<file path="src/rtl/ex_muldiv_unit_if.sv">
// Issue/result bundle between the EX stage and the iterative multiply/divide unit.
// The EX stage drives through the master modport; the unit answers through the slave modport.
interface ex_muldiv_unit_if #(
    parameter int WIDTH = 32
);
    logic             start;
    logic [2:0]       op;
    logic [WIDTH-1:0] a;
    logic [WIDTH-1:0] b;
    logic             flush;
    logic             busy;
    logic             done;
    logic [WIDTH-1:0] hi;
    logic [WIDTH-1:0] lo;

    modport master (
        output start, op, a, b, flush,
        input  busy, done, hi, lo
    );

    modport slave (
        input  start, op, a, b, flush,
        output busy, done, hi, lo
    );
endinterface

</file>
<file path="src/rtl/ex_muldiv_unit.sv">
// Iterative one-bit-per-cycle multiply/divide unit with architectural HI/LO registers.
// Signed operations run on magnitudes; the sign is restored in the FIX cycle.
module ex_muldiv_unit #(
    parameter int WIDTH = 32,
    parameter int CW    = 6
) (
    input logic             clk,
    input logic             rst_n,
    ex_muldiv_unit_if.slave bus
);

    localparam logic [2:0]       OP_DIV   = 3'b010;
    localparam logic [2:0]       OP_MTHI  = 3'b100;
    localparam logic [2:0]       OP_MTLO  = 3'b101;
    localparam logic [WIDTH-1:0] MOST_NEG = {1'b1, {(WIDTH-1){1'b0}}};
    localparam logic [CW-1:0]    CNT_LAST = CW'(WIDTH - 1);

    typedef enum logic [1:0] {
        S_IDLE,
        S_RUN,
        S_FIX
    } state_t;

    state_t             state;
    logic [CW-1:0]      cnt;
    logic               is_div;
    logic               neg_q;
    logic               neg_r;
    logic               div_zero;
    logic               div_ovf;
    logic [WIDTH-1:0]   mcand;
    logic [2*WIDTH-1:0] acc;
    logic [WIDTH-1:0]   rem;
    logic [WIDTH-1:0]   hi_q;
    logic [WIDTH-1:0]   lo_q;
    logic               done_q;

    function automatic logic [WIDTH-1:0] abs_val(input logic [WIDTH-1:0] v, input logic sgn);
        logic signed [WIDTH-1:0] s;
        s = $signed(v);
        return (sgn && (s < 0)) ? WIDTH'(-s) : v;
    endfunction

    function automatic logic [WIDTH-1:0] neg_w(input logic [WIDTH-1:0] v, input logic neg);
        return neg ? -v : v;
    endfunction

    function automatic logic [2*WIDTH-1:0] neg_2w(input logic [2*WIDTH-1:0] v, input logic neg);
        return neg ? -v : v;
    endfunction

    logic             start_ok;
    logic             accept;
    logic             op_sgn;
    logic             op_div;
    logic [WIDTH-1:0] a_mag;
    logic [WIDTH-1:0] b_mag;

    // A held start is taken in IDLE or on the completing FIX edge (back-to-back issue).
    assign start_ok = bus.start & ~bus.flush;
    assign accept   = start_ok & ~bus.op[2] & ((state == S_IDLE) | (state == S_FIX));
    assign op_sgn   = ~bus.op[0];
    assign op_div   = bus.op[1];
    assign a_mag    = abs_val(bus.a, op_sgn);
    assign b_mag    = abs_val(bus.b, op_sgn);

    // Shift-add step: acc = {partial product, remaining multiplier bits}.
    logic [WIDTH:0]     mul_sum;
    logic [2*WIDTH-1:0] mul_acc_next;

    assign mul_sum      = {1'b0, acc[2*WIDTH-1:WIDTH]} + (acc[0] ? {1'b0, mcand} : '0);
    assign mul_acc_next = {mul_sum, acc[WIDTH-1:1]};

    // Restoring step: the shifted partial remainder carries one guard bit.
    logic [WIDTH:0]     div_shift;
    logic               div_ge;
    logic [WIDTH-1:0]   div_diff;
    logic [WIDTH-1:0]   rem_next;
    logic [2*WIDTH-1:0] div_acc_next;

    assign div_shift    = {rem, acc[WIDTH-1]};
    assign div_ge       = div_shift >= {1'b0, mcand};
    assign div_diff     = div_shift[WIDTH-1:0] - mcand;
    assign rem_next     = div_ge ? div_diff : div_shift[WIDTH-1:0];
    assign div_acc_next = {acc[2*WIDTH-1:WIDTH], acc[WIDTH-2:0], div_ge};

    logic [2*WIDTH-1:0] prod;
    logic [WIDTH-1:0]   quo;
    logic [WIDTH-1:0]   rmd;
    logic [WIDTH-1:0]   fix_hi;
    logic [WIDTH-1:0]   fix_lo;

    always_comb begin
        prod = neg_2w(acc, neg_q);
        quo  = neg_w(acc[WIDTH-1:0], neg_q);
        rmd  = neg_w(rem, neg_r);
        if (div_zero) begin
            quo = '1;
        end
        if (div_ovf) begin
            quo = MOST_NEG;
            rmd = '0;
        end
        fix_hi = is_div ? rmd : prod[2*WIDTH-1:WIDTH];
        fix_lo = is_div ? quo : prod[WIDTH-1:0];
    end

    always_ff @(posedge clk or negedge rst_n) begin
        if (!rst_n) begin
            state    <= S_IDLE;
            cnt      <= '0;
            is_div   <= 1'b0;
            neg_q    <= 1'b0;
            neg_r    <= 1'b0;
            div_zero <= 1'b0;
            div_ovf  <= 1'b0;
            mcand    <= '0;
            acc      <= '0;
            rem      <= '0;
            hi_q     <= '0;
            lo_q     <= '0;
            done_q   <= 1'b0;
        end else begin
            done_q <= 1'b0;
            case (state)
                S_IDLE: begin
                    if (start_ok && (bus.op == OP_MTHI)) begin
                        hi_q <= bus.a;
                    end else if (start_ok && (bus.op == OP_MTLO)) begin
                        lo_q <= bus.a;
                    end
                end
                S_RUN: begin
                    if (bus.flush) begin
                        state <= S_IDLE;
                    end else begin
                        acc <= is_div ? div_acc_next : mul_acc_next;
                        if (is_div) begin
                            rem <= rem_next;
                        end
                        if (cnt == CNT_LAST) begin
                            state <= S_FIX;
                        end else begin
                            cnt <= cnt + CW'(1);
                        end
                    end
                end
                S_FIX: begin
                    state <= S_IDLE;
                    if (!bus.flush) begin
                        hi_q   <= fix_hi;
                        lo_q   <= fix_lo;
                        done_q <= 1'b1;
                    end
                end
                default: state <= S_IDLE;
            endcase

            // Operand capture overrides the state update above.
            if (accept) begin
                state    <= S_RUN;
                cnt      <= '0;
                is_div   <= op_div;
                neg_q    <= op_sgn & (bus.a[WIDTH-1] ^ bus.b[WIDTH-1]);
                neg_r    <= op_sgn & bus.a[WIDTH-1];
                div_zero <= op_div & (bus.b == '0);
                div_ovf  <= (bus.op == OP_DIV) & (bus.a == MOST_NEG) & (bus.b == '1);
                mcand    <= op_div ? b_mag : a_mag;
                acc      <= {{WIDTH{1'b0}}, (op_div ? a_mag : b_mag)};
                rem      <= '0;
            end
        end
    end

    assign bus.busy = (state != S_IDLE);
    assign bus.done = done_q;
    assign bus.hi   = hi_q;
    assign bus.lo   = lo_q;

endmodule
</file>
<file path="src/flat_wrapper.sv">
// flat-port wrapper written by rule: the top's interface ports become plain ports
module ex_muldiv_unit_flat 
#(
    parameter int WIDTH = 32,
    parameter int CW    = 6
)
  (clk, rst_n, bus_start, bus_op, bus_a, bus_b, bus_flush, bus_busy, bus_done, bus_hi, bus_lo);
  ex_muldiv_unit_if #(.WIDTH(WIDTH)) bus_i ();
  input logic clk;
  input logic rst_n;
  input wire logic [$bits(bus_i.start)-1:0] bus_start;
  input wire logic [$bits(bus_i.op)-1:0] bus_op;
  input wire logic [$bits(bus_i.a)-1:0] bus_a;
  input wire logic [$bits(bus_i.b)-1:0] bus_b;
  input wire logic [$bits(bus_i.flush)-1:0] bus_flush;
  output wire logic [$bits(bus_i.busy)-1:0] bus_busy;
  output wire logic [$bits(bus_i.done)-1:0] bus_done;
  output wire logic [$bits(bus_i.hi)-1:0] bus_hi;
  output wire logic [$bits(bus_i.lo)-1:0] bus_lo;
  assign bus_i.start = bus_start;
  assign bus_i.op = bus_op;
  assign bus_i.a = bus_a;
  assign bus_i.b = bus_b;
  assign bus_i.flush = bus_flush;
  assign bus_busy = bus_i.busy;
  assign bus_done = bus_i.done;
  assign bus_hi = bus_i.hi;
  assign bus_lo = bus_i.lo;
  ex_muldiv_unit #(.WIDTH(WIDTH), .CW(CW)) u_core (.clk(clk), .rst_n(rst_n), .bus(bus_i));
endmodule
</file>
<file path="config.mk">
export PLATFORM = sky130hd
export DESIGN_NAME = ex_muldiv_unit_flat
export DESIGN_NICKNAME = d
export VERILOG_FILES = /design/src/rtl/ex_muldiv_unit_if.sv /design/src/rtl/ex_muldiv_unit.sv /design/src/flat_wrapper.sv
export SDC_FILE = /design/constraint.sdc
export NUM_CORES = 1
export LEC_CHECK = 0
export BUFFER_PORTS_ARGS = -buffer_cell sky130_fd_sc_hd__buf_4
export CAP_MARGIN = 30
export CORE_UTILIZATION = 30
export CTS_BUF_LIST = sky130_fd_sc_hd__clkbuf_8
export DETAILED_ROUTE_END_ITERATION = 16
export GPL_ROUTABILITY_DRIVEN = 1
export GPL_TIMING_DRIVEN = 0
export PLACE_DENSITY = 0.45
export SYNTH_ARGS = -nofsm -noshare
export SYNTH_HDL_FRONTEND = slang
export SYNTH_SLANG_ARGS = --single-unit
</file>
<file path="constraint.sdc">
create_clock -name clk -period 3.31 [get_ports clk]
set_clock_uncertainty 0.15 [all_clocks]
set_input_delay 0.331 -clock clk [delete_from_list [all_inputs] [get_ports clk]]
set_output_delay 0.331 -clock clk [all_outputs]
set_load 0.05 [all_outputs]
</file>
==> results.cfg, run 1 <==
[global_route]
globalRouteOverflowTotal = 0
grt_pass1_vias = 18100
busiest_layer = met2
antenna_found_initial = 2
grt_max_degree = 107
grtUsageTotal_pct = 27.9
grt_use_met1_pct = 40.0
use_met2_pct = 41.8
grt_pass1_wl_mm = 123
grtUsageMet3_pct = 4.39

[final_layout]
postLayoutCellArea_um2 = 22000
area_delta_synth_final_pct = 25.9
nets = 2614
multi_input_area_um2 = 12200
seq_area_um2 = 5190
fillers = 5962
layout-drive-gt1-share_pct = 17.9
fin_cells = 3269

[timing]
relSlewSlack_pct = 31.9
tns_ps = -111
timing.fmax_mhz = 295
setup_viol = 3
min_period_over_period_pct = 102
min_period_ps = 3390
rsz0062_at_grt = true
slew_viol_final = 0
fin_ws_ps = -78.4
tightestPinTransition_ps = 1020
hold_viol = 0

[cts]
cts.sinks = 206
htreeDepth = 2
cts-root-buf = clkbuf_8
numCtsBuffers = 44
clkLatencyLatePin_ps = 640
clkTransAtPathRegs_ps = 60
cts_tree = built
cts_buffer_depth = 3

[routing]
drc = 0
viasPerCell = 5.75
drt-total-wl_mm = 84.2
drtIter0Drc = 1709
final_antenna_net_count = 0
detail_route.wl_per_cell_um = 25.8
vias = 18800
first_pass_iters = 7

[floorplan]
io_pins = 137
die_area_um2 = 59100
num_rows = 88
start_util_pct = 30.3
dieHeight_um = 243
core_area_um2 = 57600
die_w_um = 243

[status]
violations = setup timing
outcome = finished with violations

[synthesis]
synthTopCellsByCount = a21oi_1, dfrtp_1, o21ai_0, nand2_1, nor2_1
async_reset_ff_share_pct = 100
synth.largest_area_cell = dfrtp_1
yosys_most_used_dff = dfrtp_1
synth-seq-cells = 206
synth_warnings = 0
synth_area_um2 = 17400
synth_top_cells_by_area = dfrtp_1, a21oi_1, o21ai_0, ha_1, xnor2_1
synth_edf_count = 0
ys_seq_area_share_pct = 29.6
ys_types = 84
synth_most_common_cell = a21oi_1
syn_inst = 2223
syn_area_per_cell_um2 = 7.85
synth_nets = 2366
synth.top_cell.area_share_pct = 29.6

[setup_path]
r2r-end = u_core.bus.hi[26]
path_class = reg2reg
rrSetupSlack_ps = -80
r2r_cells = 8
crit_path_end = u_core.bus.hi[26]
cp_max_fo = 6
startpoint_type = flop
cp.required_ps = 3680
timing.rr.start = u_core.rem[3]
crit_start = u_core.rem[3]
cp-end-kind = flop
arrival_ps = 3760

[power]
switching_share_pct = 47.1
seq_power_share_pct = 28.5
vdd_drop_max_v = 0.000351
cellLeakagePower_nw = 8.96
total_power_w = 0.0138
switching_power_w = 0.00648
power_density_nw_per_um2 = 627
p_int_w = 0.00728
comb_power_share_pct = 48.7
pwr-share-clk_pct = 22.8

[placement]
dp.cells = 3123
dp_slack_ps = -1410
dpl_cell_area_um2 = 19400
dp_hpwl_mm = 66.3
place.gp.congestion = 0.954
io_buffers = 134

[run]
drv_cap = 0

[worst_hold_path]
min_path_type = in2reg
-- worst min-delay path by stage --
stage	startpoint	to	slack, ps	depth (start not counted)
final	bus_op[1]	u_core.acc[24]	40	3
after global routing	bus_a[1]	u_core.bus.hi[1]	40	3
after CTS	bus_a[0]	u_core.acc[0]	0.5	4
after detailed placement	rst_n	u_core.bus.lo[5]	290	1
after floorplan	rst_n	u_core.acc[0]	-110	0
after global placement	u_core.cnt[5]	u_core.state[1]	320	1
-- state kept, by name, summed over array words and instances (netlist names) --
name / cells
u_core.div_zero: 1
u_core.bus.hi: 32
u_core.neg_q: 1
u_core.is_div: 1
u_core.cnt: 6
u_core.div_ovf: 1
u_core.mcand: 32
u_core.bus.done: 1
u_core.rem: 32
u_core.bus.lo: 32
u_core.neg_r: 1
u_core.acc: 64
u_core.state: 2
-- final cells by class --
class	count	area share, %
Multi-Input combinational cell	1798	55.3
Sequential cell	206	23.6
Timing Repair Buffer	224	8.39
Tap cell	765	4.36
Clock buffer	58	3.64
Buffer	126	2.55
Inverter	71	1.28
Clock inverter	20	0.787
Antenna cell	1	0.0114
-- per-layer routing --
layer  vias up  wire, um
li1       8643         -
met4         0      3160
met5         -         0
met3       120      5930
met1      9252     39200
met2       774     35900
-- cell families (layout without fill, tap and decap cells) --
family / after synthesis / count (layout) / synth area share [%]
AND/OR/NAND/NOR: 744 / 744 / 20.8
multiplexers: 59 / 59 / 3.44
buffers and inverters: 219 / 499 / 4.99
XOR/XNOR: 198 / 198 / 9.94
flip-flops: 206 / 206 / 29.6
AO/OA/AOI/OAI: 725 / 725 / 26.0
adder cells (fa/ha/maj): 72 / 72 / 5.25
other: 0 / 1 / 0
-- placed cells by master, fill, tap and decap left out, types with 25 or more instances in the layout --
cell           instances
a21o_1                28
inv_1                 75
buf_4                183
o211ai_1              42
dfrtp_2               27
or3_1                 25
dfrtp_1              179
nor3_1                51
xnor2_1               96
mux2i_1               52
o21ai_0              182
dlygate4sd3_1         48
a21oi_1              221
clkbuf_8              59
clkbuf_1             101
nor2_1               183
xor2_1                94
nand3_1               99
nand2_1              198
ha_1                  55
nand4_1               25
o31ai_1               37
-- through the flow --
step,utilization (%),hold slack (ps)
2_1_floorplan,-,-115
3_3_place_gp,33.7,316
3_5_place_dp,33.8,294
4_1_cts,37.3,0.540
5_1_grt,38.1,35.7
6_report,38.1,42.1
-- worst max-delay path, cell delays in order (launching register included) --
cell and delay [ps]:
dfrtp_2 460, or3_4 390, or3b_4 430, or3b_4 450
or3_4 420, o41ai_4 340, xor2_2 320, o221ai_2 160
a21boi_1 160
-- power by group through the flow --
stage	Clock [W]	Combinational, W	Sequential, W
global route	0.00331	0.00719	0.00398
CTS	0.00321	0.00638	0.00385
finish	0.00314	0.00671	0.00392
global placement	0	0.00602	0.00388
detailed placement	0	0.00604	0.00388
floorplan	0	0.00341	0.00427
-- what timing repair did --
item,in CTS,in global routing
hold buffers,47,1
gates resized for setup,114,103
pin swaps,17,21
endpoints found under the hold margin,165,1
endpoints found under the setup margin,92,77
buffers inserted,23,18
Note: power is estimated with default switching activity, not from simulation.
==> inputs of run 2 (changes only) <==
CTS_CLUSTER_SIZE = 25   (was not set)
HOLD_SLACK_MARGIN = 0.05   (was not set)
==> run 2 against run 1 <==
  * Flip-flop and latch count unchanged
  * Power grew 0.22%
  * Die area unchanged
  * The run still ends with setup timing left
  * Largest power group unchanged
==> results.cfg, run 2 (same netlist as run 1, synthesis figures left out) <==
[routing]
vias = 18900
first_pass_iters = 5
drt-total-wl_mm = 84.7
detail_route.wl_per_cell_um = 25.8
viasPerCell = 5.75
final_antenna_net_count = 0
drtIter0Drc = 1723
drc = 0

[worst_hold_path]
min_path_type = in2reg
hold_path_depth = 4
holdCritStartpoint = bus_b[14]
whs_endpoint = u_core.mcand[14]

[run]
drv_cap = 0

[power]
switching_share_pct = 47.1
switching_power_w = 0.00649
power_density_nw_per_um2 = 624
pwr-share-clk_pct = 22.7
seq_power_share_pct = 28.4
cellLeakagePower_nw = 9.04
p_int_w = 0.00731
vdd_drop_max_v = 0.000349
total_power_w = 0.0138
comb_power_share_pct = 48.8

[cts]
cts_buffer_depth = 3
cts.sinks = 206
cts_tree = built
numCtsBuffers = 44
clkLatencyLatePin_ps = 640
cts-root-buf = clkbuf_8
clkTransAtPathRegs_ps = 50
htreeDepth = 2

[timing]
rsz0062_at_grt = true
fin_ws_ps = -44.3
slew_viol_final = 0
relSlewSlack_pct = 30.5
hold_viol = 0
min_period_ps = 3350
setup_viol = 2
min_period_over_period_pct = 101
timing.fmax_mhz = 298
tightestPinTransition_ps = 1040

[floorplan]
start_util_pct = 30.3
die_w_um = 243
io_pins = 137
die_area_um2 = 59100
core_area_um2 = 57600
dieHeight_um = 243
num_rows = 88

[setup_path]
cp_max_fo = 6
arrival_ps = 3720
timing.rr.start = u_core.rem[3]
path_class = reg2reg
cp-end-kind = flop
cp.required_ps = 3680
rrSetupSlack_ps = -40
startpoint_type = flop
r2r_cells = 8
r2r-end = u_core.bus.hi[26]

[global_route]
grt_pass1_wl_mm = 123
grtUsageTotal_pct = 28.0
grt_max_degree = 107
antenna_found_initial = 2
globalRouteOverflowTotal = 0
grt_pass1_vias = 18200

[placement]
dp_slack_ps = -1410
io_buffers = 134
place.gp.congestion = 0.954
dpl_cell_area_um2 = 19400
dp_hpwl_mm = 66.3

[final_layout]
nets = 2629
mostFrequentLayoutCells = a21oi_1, nand2_1, buf_4
area_delta_synth_final_pct = 26.7
largest_reg_flops = 64
postLayoutCellArea_um2 = 22100
regMostFlops = u_core.acc
layout-drive-gt1-share_pct = 18.0
layout_commonest_cell = a21oi_1

[status]
outcome = finished with violations
violations = setup timing
run 2: worst max-delay path by stage:
stage                               from                end  slack [ps]  cells after the start
after global routing      u_core.acc[27]  u_core.bus.hi[26]        -110                     11
final                      u_core.rem[3]  u_core.bus.hi[26]         -40                      8
after floorplan           u_core.rem[10]     u_core.rem[28]         150                     11
after detailed placement   u_core.acc[0]   u_core.bus.hi[8]       -1410                     10
after CTS                  u_core.acc[2]  u_core.bus.hi[31]         -10                      9
after global placement     u_core.acc[0]   u_core.bus.hi[8]       -1440                     10
run 2: final cells by class:
type | count | area (um^2)
diodes | 1 | 2.50
plain buffers | 126 | 559
clock buffers | 58 | 798
clock inverters | 20 | 173
fillers | 5950 | 35500
inverters | 71 | 280
multi-input cells | 1798 | 12200
flip-flops and latches | 206 | 5190
well taps | 765 | 957
repair buffers | 239 | 1980
run 2: routing by layer:
metal / routed length, um / track usage (%)
met4: 3160 / 10.3
met5: 0 / 0
met3: 5630 / 4.38
met1: 39700 / 40.1
met2: 36100 / 42.0
run 2: power by group through the flow:
stage	Clock, W	Sequential (W)	Combinational (W)
floorplan	0	0.00427	0.00341
global placement	0	0.00388	0.00602
detailed placement	0	0.00388	0.00604
CTS	0.00321	0.00385	0.00639
global route	0.00331	0.00399	0.00722
finish	0.00313	0.00392	0.00674
run 2: stage by stage:
step | hold WS, ps | TNS (ps) | std cells | util, %
global placement | 316 | -64620 | 3122 | 33.7
detailed placement | 294 | -64390 | 3123 | 33.8
floorplan | -115 | 0 | 2223 | -
finish | 81.6 | -80.8 | 3284 | 38.4
global route | 90.7 | -540 | 3284 | 38.4
CTS | 50.1 | -16.5 | 3272 | 37.5
run 2: critical path: stages (launching register included):
cell and delay (ps):
dfrtp_2 450, or3_4 390, or3b_4 430, or3b_4 450, or3_4 420, o41ai_4 340, xor2_2 310, o221ai_2 150
a21boi_1 160
run 2: timing repair:
item / in CTS / in global routing
hold buffers: 60 / 0
endpoints found under the hold margin: 192 / 0
setup buffers: 23 / 21
gates resized for setup: 114 / 102
pin swaps: 17 / 26
endpoints found under the setup margin: 92 / 78
